$ cat src/rtl/text_pixel_gen.sv
// text_pixel_gen
// Converts VGA raster coordinates into a per-pixel CGA attribute and a
// foreground-select bit. A text cell is 8x16 pixels. Character and attribute
// come from a synchronous video RAM and the glyph row from a synchronous font
// ROM, each with one clock of read latency. Attribute blink and a blinking
// underline cursor are applied after the glyph lookup. Every output, including
// the passed-through de/hsync/vsync, has a fixed latency of 3 clocks.
//
// Pipeline, for a coordinate presented in cycle t:
//   t   : VRAM address is formed combinationally from the coordinates.
//   t+1 : stage 1 holds the cell coordinates; VRAM data is valid and forms
//         the font address.
//   t+2 : stage 2 holds the attribute and the cursor hit; font data is valid
//         and the pixel bit is selected.
//   t+3 : output registers hold the result.
module text_pixel_gen #(
    parameter int COLS     = 80,
    parameter int ROWS     = 30,
    parameter int ADDR_W   = 12,
    parameter bit BLINK_EN = 1'b1
) (
    input  logic              i_clk,
    input  logic              i_rstn,
    input  logic [9:0]        i_x,
    input  logic [9:0]        i_y,
    input  logic              i_de,
    input  logic              i_hsync,
    input  logic              i_vsync,
    input  logic [6:0]        i_cursor_col,
    input  logic [4:0]        i_cursor_row,
    input  logic              i_cursor_en,
    output logic [ADDR_W-1:0] o_vram_addr,
    input  logic [15:0]       i_vram_data,
    output logic [11:0]       o_font_addr,
    input  logic [7:0]        i_font_data,
    output logic [7:0]        o_attr,
    output logic              o_fg,
    output logic              o_de,
    output logic              o_hsync,
    output logic              o_vsync
);

    localparam logic [ADDR_W-1:0] COLS_W = ADDR_W'(COLS);
    localparam logic [5:0]        ROWS_W = 6'(ROWS);

    // Stage 1: cell coordinates and syncs, aligned with VRAM read data.
    logic [2:0] s1_xpix_q;
    logic [3:0] s1_line_q;
    logic [6:0] s1_col_q;
    logic [5:0] s1_row_q;
    logic       s1_de_q;
    logic       s1_hsync_q;
    logic       s1_vsync_q;

    // Stage 2: attribute and cursor hit, aligned with font ROM read data.
    logic [7:0] s2_attr_q;
    logic [2:0] s2_xpix_q;
    logic       s2_hit_q;
    logic       s2_hit_d;
    logic       s2_de_q;
    logic       s2_hsync_q;
    logic       s2_vsync_q;

    // Output registers.
    logic [7:0] attr_q;
    logic [7:0] attr_d;
    logic       fg_q;
    logic       fg_d;
    logic       de_q;
    logic       hsync_q;
    logic       vsync_q;

    // Frame counter: bit 3 is the cursor phase, bit 4 the blink phase.
    logic       vsync_prev_q;
    logic [4:0] frame_cnt_q;
    logic [4:0] frame_cnt_d;

    logic       cursor_phase;
    logic       blink_on;
    logic       pix;
    logic       blink_mask;
    logic       pix_vis;

    // Row-major cell address; wraps at ADDR_W for coordinates outside the
    // text area, which are blanked by de anyway.
    assign o_vram_addr = ADDR_W'(i_y[9:4]) * COLS_W + ADDR_W'(i_x[9:3]);

    // Glyph row address: character code from VRAM, line within the cell.
    assign o_font_addr = {i_vram_data[7:0], s1_line_q};

    assign cursor_phase = frame_cnt_q[3];
    assign blink_on     = frame_cnt_q[4];

    // Glyph bit 7 is the leftmost pixel of the cell.
    assign pix        = i_font_data[3'd7 - s2_xpix_q];
    assign blink_mask = BLINK_EN && s2_attr_q[7] && !blink_on;
    assign pix_vis    = pix && !blink_mask;

    // Count vsync rising edges seen between consecutive clocks; wraps 31->0.
    always_comb begin
        frame_cnt_d = frame_cnt_q;
        if (i_vsync && !vsync_prev_q) begin
            frame_cnt_d = frame_cnt_q + 5'd1;
        end
    end

    // Cursor covers the bottom two lines of its cell while the phase is on.
    // Rows beyond the text area never show a cursor.
    always_comb begin
        s2_hit_d = i_cursor_en
                && (s1_col_q == i_cursor_col)
                && (s1_row_q == {1'b0, i_cursor_row})
                && (s1_row_q < ROWS_W)
                && (s1_line_q[3:1] == 3'b111)
                && cursor_phase;
    end

    // Final colour selection: blink masks the glyph first, the cursor then
    // inverts it; blanking forces attribute and fg to zero.
    always_comb begin
        attr_d = '0;
        fg_d   = 1'b0;
        if (s2_de_q) begin
            attr_d = BLINK_EN ? {1'b0, s2_attr_q[6:0]} : s2_attr_q;
            fg_d   = s2_hit_q ? !pix_vis : pix_vis;
        end
    end

    // Frame counter and vsync edge history.
    always_ff @(posedge i_clk or negedge i_rstn) begin
        if (!i_rstn) begin
            vsync_prev_q <= 1'b0;
            frame_cnt_q  <= '0;
        end else begin
            vsync_prev_q <= i_vsync;
            frame_cnt_q  <= frame_cnt_d;
        end
    end

    // Stage 1: capture coordinates and syncs while VRAM is being read.
    always_ff @(posedge i_clk or negedge i_rstn) begin
        if (!i_rstn) begin
            s1_xpix_q  <= '0;
            s1_line_q  <= '0;
            s1_col_q   <= '0;
            s1_row_q   <= '0;
            s1_de_q    <= 1'b0;
            s1_hsync_q <= 1'b0;
            s1_vsync_q <= 1'b0;
        end else begin
            s1_xpix_q  <= i_x[2:0];
            s1_line_q  <= i_y[3:0];
            s1_col_q   <= i_x[9:3];
            s1_row_q   <= i_y[9:4];
            s1_de_q    <= i_de;
            s1_hsync_q <= i_hsync;
            s1_vsync_q <= i_vsync;
        end
    end

    // Stage 2: latch attribute and cursor hit while the font ROM is read.
    always_ff @(posedge i_clk or negedge i_rstn) begin
        if (!i_rstn) begin
            s2_attr_q  <= '0;
            s2_xpix_q  <= '0;
            s2_hit_q   <= 1'b0;
            s2_de_q    <= 1'b0;
            s2_hsync_q <= 1'b0;
            s2_vsync_q <= 1'b0;
        end else begin
            s2_attr_q  <= i_vram_data[15:8];
            s2_xpix_q  <= s1_xpix_q;
            s2_hit_q   <= s2_hit_d;
            s2_de_q    <= s1_de_q;
            s2_hsync_q <= s1_hsync_q;
            s2_vsync_q <= s1_vsync_q;
        end
    end

    // Output stage: register the final pixel decision and delayed syncs.
    always_ff @(posedge i_clk or negedge i_rstn) begin
        if (!i_rstn) begin
            attr_q  <= '0;
            fg_q    <= 1'b0;
            de_q    <= 1'b0;
            hsync_q <= 1'b0;
            vsync_q <= 1'b0;
        end else begin
            attr_q  <= attr_d;
            fg_q    <= fg_d;
            de_q    <= s2_de_q;
            hsync_q <= s2_hsync_q;
            vsync_q <= s2_vsync_q;
        end
    end

    assign o_attr  = attr_q;
    assign o_fg    = fg_q;
    assign o_de    = de_q;
    assign o_hsync = hsync_q;
    assign o_vsync = vsync_q;

endmodule

$ cat config.mk
export PLATFORM = sky130hd
export DESIGN_NAME = text_pixel_gen
export DESIGN_NICKNAME = d
export VERILOG_FILES = /design/src/rtl/text_pixel_gen.sv
export SDC_FILE = /design/constraint.sdc
export NUM_CORES = 1
export LEC_CHECK = 0
export ABC_AREA = 1
export BUFFER_PORTS_ARGS = -buffer_cell sky130_fd_sc_hd__buf_2
export CORE_MARGIN = 3
export CORE_UTILIZATION = 41
export CTS_CLUSTER_SIZE = 25
export DETAILED_ROUTE_END_ITERATION = 7
export PLACE_DENSITY = 0.7
export SETUP_SLACK_MARGIN = 0.5
export SYNTH_ARGS = -nofsm -noshare
export SYNTH_HDL_FRONTEND = slang
export SYNTH_SLANG_ARGS = --single-unit
$ cat constraint.sdc
create_clock -name i_clk -period 5.8 [get_ports i_clk]
set_input_delay 1.16 -clock i_clk [delete_from_list [all_inputs] [get_ports i_clk]]
set_output_delay 1.16 -clock i_clk [all_outputs]
set_load 0.03 [all_outputs]
==> After elaboration in Yosys (flattened, before gate mapping) <==
Index checks and enable logic that the tools add are counted.
{ "totals": {"regBits": 54, "inputBits": 62, "out_inout_bits": 36, "elab_cells": 45} }
{ "op_classes": {"addsub": 3, "mul": 1, "magnitude_cmp": 2, "eq_ne": 3, "n_mux": 5, "reduce_logical": 12} }
{ "op_table": {"columns": ["cell", "n"], "rows": [
  ["12-bit by 7-bit adder with 12-bit output", 1],
  ["1-bit logical AND", 8],
  ["6-bit by 3-bit multiplier with 8-bit output, second input constant", 1],
  ["7-bit == test", 1],
  ["7-bit two-way mux", 1],
  ["6-bit by 5-bit == test with 1-bit output", 1],
  ["6-bit by 5-bit < comparator with 1-bit output, second input constant", 1],
  ["5-bit by 1-bit adder with 5-bit output, second input constant", 1],
  ["1-bit logical NOT", 4],
  ["3-bit by 4-bit < comparator with 1-bit output, second input constant", 1],
  ["1-bit binary-select mux with 3-bit select", 1],
  ["3-bit == test, second input constant", 1],
  ["1-bit two-way mux", 3],
  ["3-bit subtractor, first input constant", 1]
]} }

==> Logic depth before layout (Yosys ltp) <==
{ "logic_depth": {"word_depth": 7, "depth_mapped": 9, "depth_no_buf": 9} }

==> Worst setup path after synthesis <==
No wires, ideal clock.
{ "synth_timing": {"kind": "in2out", "startpoint": "in i_y[5]", "endpoint": "out o_vram_addr[10]", "t_arrival_ns": 2.919, "required_ns": 4.640, "slack_ns": 1.721, "stages": 7, "n_path_buf": 0, "path_cell_list": "ha_1 > ha_1 > fa_1 > xor2_1 > nand2_1 > nor2_1 > xor2_1"} }
{ "synth_via": {"elab_chain_cells": 2} }
{ "synth_lines": {"columns": ["element", "line", "text"], "rows": [
  ["start: declaration", "25", "input logic [9:0] i_y,"],
  ["6-bit by 3-bit multiplier with 8-bit output", "86", "assign o_vram_addr = ADDR_W'(i_y[9:4]) * COLS_W + ADDR_W'(i_x[9:3]);"],
  ["12-bit by 7-bit adder with 12-bit output", "86", null],
  ["end: declaration", "32", "output logic [ADDR_W-1:0] o_vram_addr,"]
]} }
No other way between the ends.

==> Worst setup path after layout <==
Ends and elaborated chain as after synthesis.

==> results.yml <==
timing:
  min_period_ns: 4.162
  setup_tns_ns: 0
  slew_viol_final: 0
  hold_viol: 0
  slew_headroom: 0.5693
  fin_worst_skew_ns: 0.006941
  max_clock_freq_mhz: 240.3
  rsz0062_at_grt: "false"
  holdWs_ns: 0.3562
  period_share: 0.7176
  setup_violations: 0
  layout_setup_ws_ns: 1.638
  tightest_slew_ns: 0.6460
critical_path:
  crit_start: "i_y[5]"
  crit_path_start_kind: "input port"
  crit_path_end_kind: "primary output"
  rr_endpoint: "frame_cnt_q[4]"
  cp.required_ns: 4.64
  reg2reg_slack_ns: 4.68
  crit_type: "input port to primary output"
  rr_startpoint: "s1_vsync_q"
  crit_end: "o_vram_addr[10]"
  reg2regPathDepth: 4
  arrival_ns: 3.00
  crit_fanout: 4
floorplan:
  die_area_sq_um: 6560
  fp.dieW_microns: 81.00
  start_util: 0.4376
  fp.dieH_microns: 81.00
  rows: 26
  io_pins: 98
  core_area_sq_um: 5270
cts:
  cts_hold_buf: 0
  cts_buffer_depth: 2
  clk_latency_ns: 0.30
  cts_made_buffers: 5
  htree_levels: 2
  ctsRootBufferMaster: "clkbuf_8"
  cts_tree: "done"
  ctsResizeCount: 0
  clkTransAtPathRegs_ns: 0.09
  post_cts_buffers: 0
  cts_sinks: 54
synthesis:
  synth_edf_count: 0
  syn_inst: 223
  syn-num-nets: 299
  ys_seq_area_frac: 0.5860
  ys_warn_count: 0
  syn_area_per_cell_sq_um: 10.34
  yosysUniqueCellTypes: 23
  synthFlopType: "dfrtp_1"
  ys_seq_elements: 54
  synth_area_sq_um: 2306
  async_reset_ff_frac: 1.000
cells_and_area:
  multiInputGateArea_sq_um: 729.5
  antenna_cells: 0
  drive_above_1_share: 0.3054
  layout_commonest_cell: "buf_2"
  regArea_sq_um: 1351
  fillers: 500
  synthToLayoutAreaGrowth_pct: 21.87
  nets: 373
  layout_common_cells: "80 x buf_2, 54 x dfrtp_1, 47 x nand2_1, 33 x inv_1, 15 x nand3_1"
grt:
  grt_max_degree: 55
  grtUsageTotal: 0.1289
  grt_pass1_wl_microns: 6444
  overflow: 0
  antenna_found_initial: 0
  grt_pass1_vias: 1513
drt:
  wl_microns: 4126
  drc: 0
  drt_iter0_drc: 29
  first_pass_iters: 4
  wl_per_cell_microns: 11.21
  routed_via_density: 4.370
  ant_nets: 0
  vias: 1608
pwr:
  intPower_uw: 609.2
  seqPwrFrac: 0.502
  pwr-share-clk: 0.283
  peakVddDrop_mv: 0.1470
  comb_power_share: 0.215
  power_density_nw_per_um2: 305.3
  p_switching_uw: 248.9
  p_leak_uw: 0.001569
  p_sw_frac: 0.2900
hold_path:
  hp-start: "s1_hsync_q"
  hp-class: "flip-flop to flip-flop"
run_status:
  status: "finished clean"
place:
  gp_congestion: 0.7150
  hpwlAfterDp_microns: 3321
  pre_cts_ws_ns: 1.627
  port_buffers: 80
job:
  max_cap_violations: 0
power groups by stage:
stage	sequential, uW	combinational (uW)	clock [uW]
floorplan	446	127	0
global placement	437	182	0
detailed placement	438	187	0
CTS	431	188	253
global route	435	208	265
finish	431	185	243
state kept, by name (all words and copies together), names as in the netlist, 3 cells and up:
signal / cells
s1_line_q: 4
s2_xpix_q: 3
s1_col_q: 7
s1_xpix_q: 3
frame_cnt_q: 5
s2_attr_q: 8
o_attr: 7
s1_row_q: 6
critical path, cell delays in order:
cell,delay (ns)
buf_2,0.13
ha_1,0.29
ha_1,0.22
fa_1,0.40
xor2_1,0.19
nand2_1,0.10
nor2_1,0.14
xor2_1,0.16
buf_2,0.21
kinds of logic (layout without fill, tap and decap cells):
kind of cell | Yosys count | after routing | synth area share
compound gates | 14 | 14 | 0.03364
xor+xnor | 13 | 13 | 0.04938
fa+ha+maj | 14 | 14 | 0.08247
buf+inv | 47 | 122 | 0.09766
flops | 54 | 54 | 0.5860
mux | 1 | 1 | 0.004883
other cells | 1 | 1 | 0.001626
simple gates | 79 | 79 | 0.1443
per-layer routing:
metal	wire, microns	up-vias	part of all wire	track usage
met4	49	0	0.012	0.04223
met2	2093	55	0.51	0.2282
met3	313	7	0.076	0.03326
li1	-	822	-	-
met1	1669	724	0.40	0.1521
met5	0	-	0	0
metrics by stage:
| step | cells | total power (uW) | util | cell area (sq um) |
|---|---|---|---|---|
| finish | 368 | 858.1 | 0.5332 | 2810 |
| global route | 368 | 907.9 | 0.5332 | 2810 |
| CTS | 368 | 872.0 | 0.5332 | 2810 |
| detailed placement | 360 | 625.2 | 0.5123 | 2700 |
| global placement | 360 | 618.5 | 0.5123 | 2700 |
| floorplan | 223 | 572.4 | - | 2306 |
area by class of cell:
| cell class | instances | share of cell area |
|---|---|---|
| Multi-Input combinational cell | 122 | 0.2596 |
| Inverter | 33 | 0.04408 |
| Tap cell | 70 | 0.03117 |
| Sequential cell | 54 | 0.4809 |
| Timing Repair Buffer | 81 | 0.1451 |
| Clock inverter | 2 | 0.01336 |
| Clock buffer | 6 | 0.02582 |
worst min path at each step:
stage / end / slack (ns) / cells past startpoint
4_1_cts: s2_hsync_q / 0.36 / 0
6_report: s2_hsync_q / 0.36 / 0
2_1_floorplan: o_hsync / 0.33 / 0
3_5_place_dp: s2_de_q / 0.34 / 0
3_3_place_gp: s2_xpix_q[0] / 0.33 / 0
5_1_grt: s2_de_q / 0.36 / 0
synth_stat cells (2+ instances only):
library cell / number / share of area
buf_4: 13 / 0.042
a21oi_1: 3 / 0.0065
nor2_1: 10 / 0.016
nor3_1: 2 / 0.0043
o21ai_0: 7 / 0.015
dfrtp_1: 54 / 0.59
nand2_1: 47 / 0.077
nor2_2: 2 / 0.0054
xnor2_1: 2 / 0.0076
nand3_1: 15 / 0.033
xor2_1: 11 / 0.042
ha_1: 12 / 0.065
fa_1: 2 / 0.017
a211oi_1: 2 / 0.0065
inv_1: 33 / 0.054
Note: power is estimated with default switching activity, not from simulation.
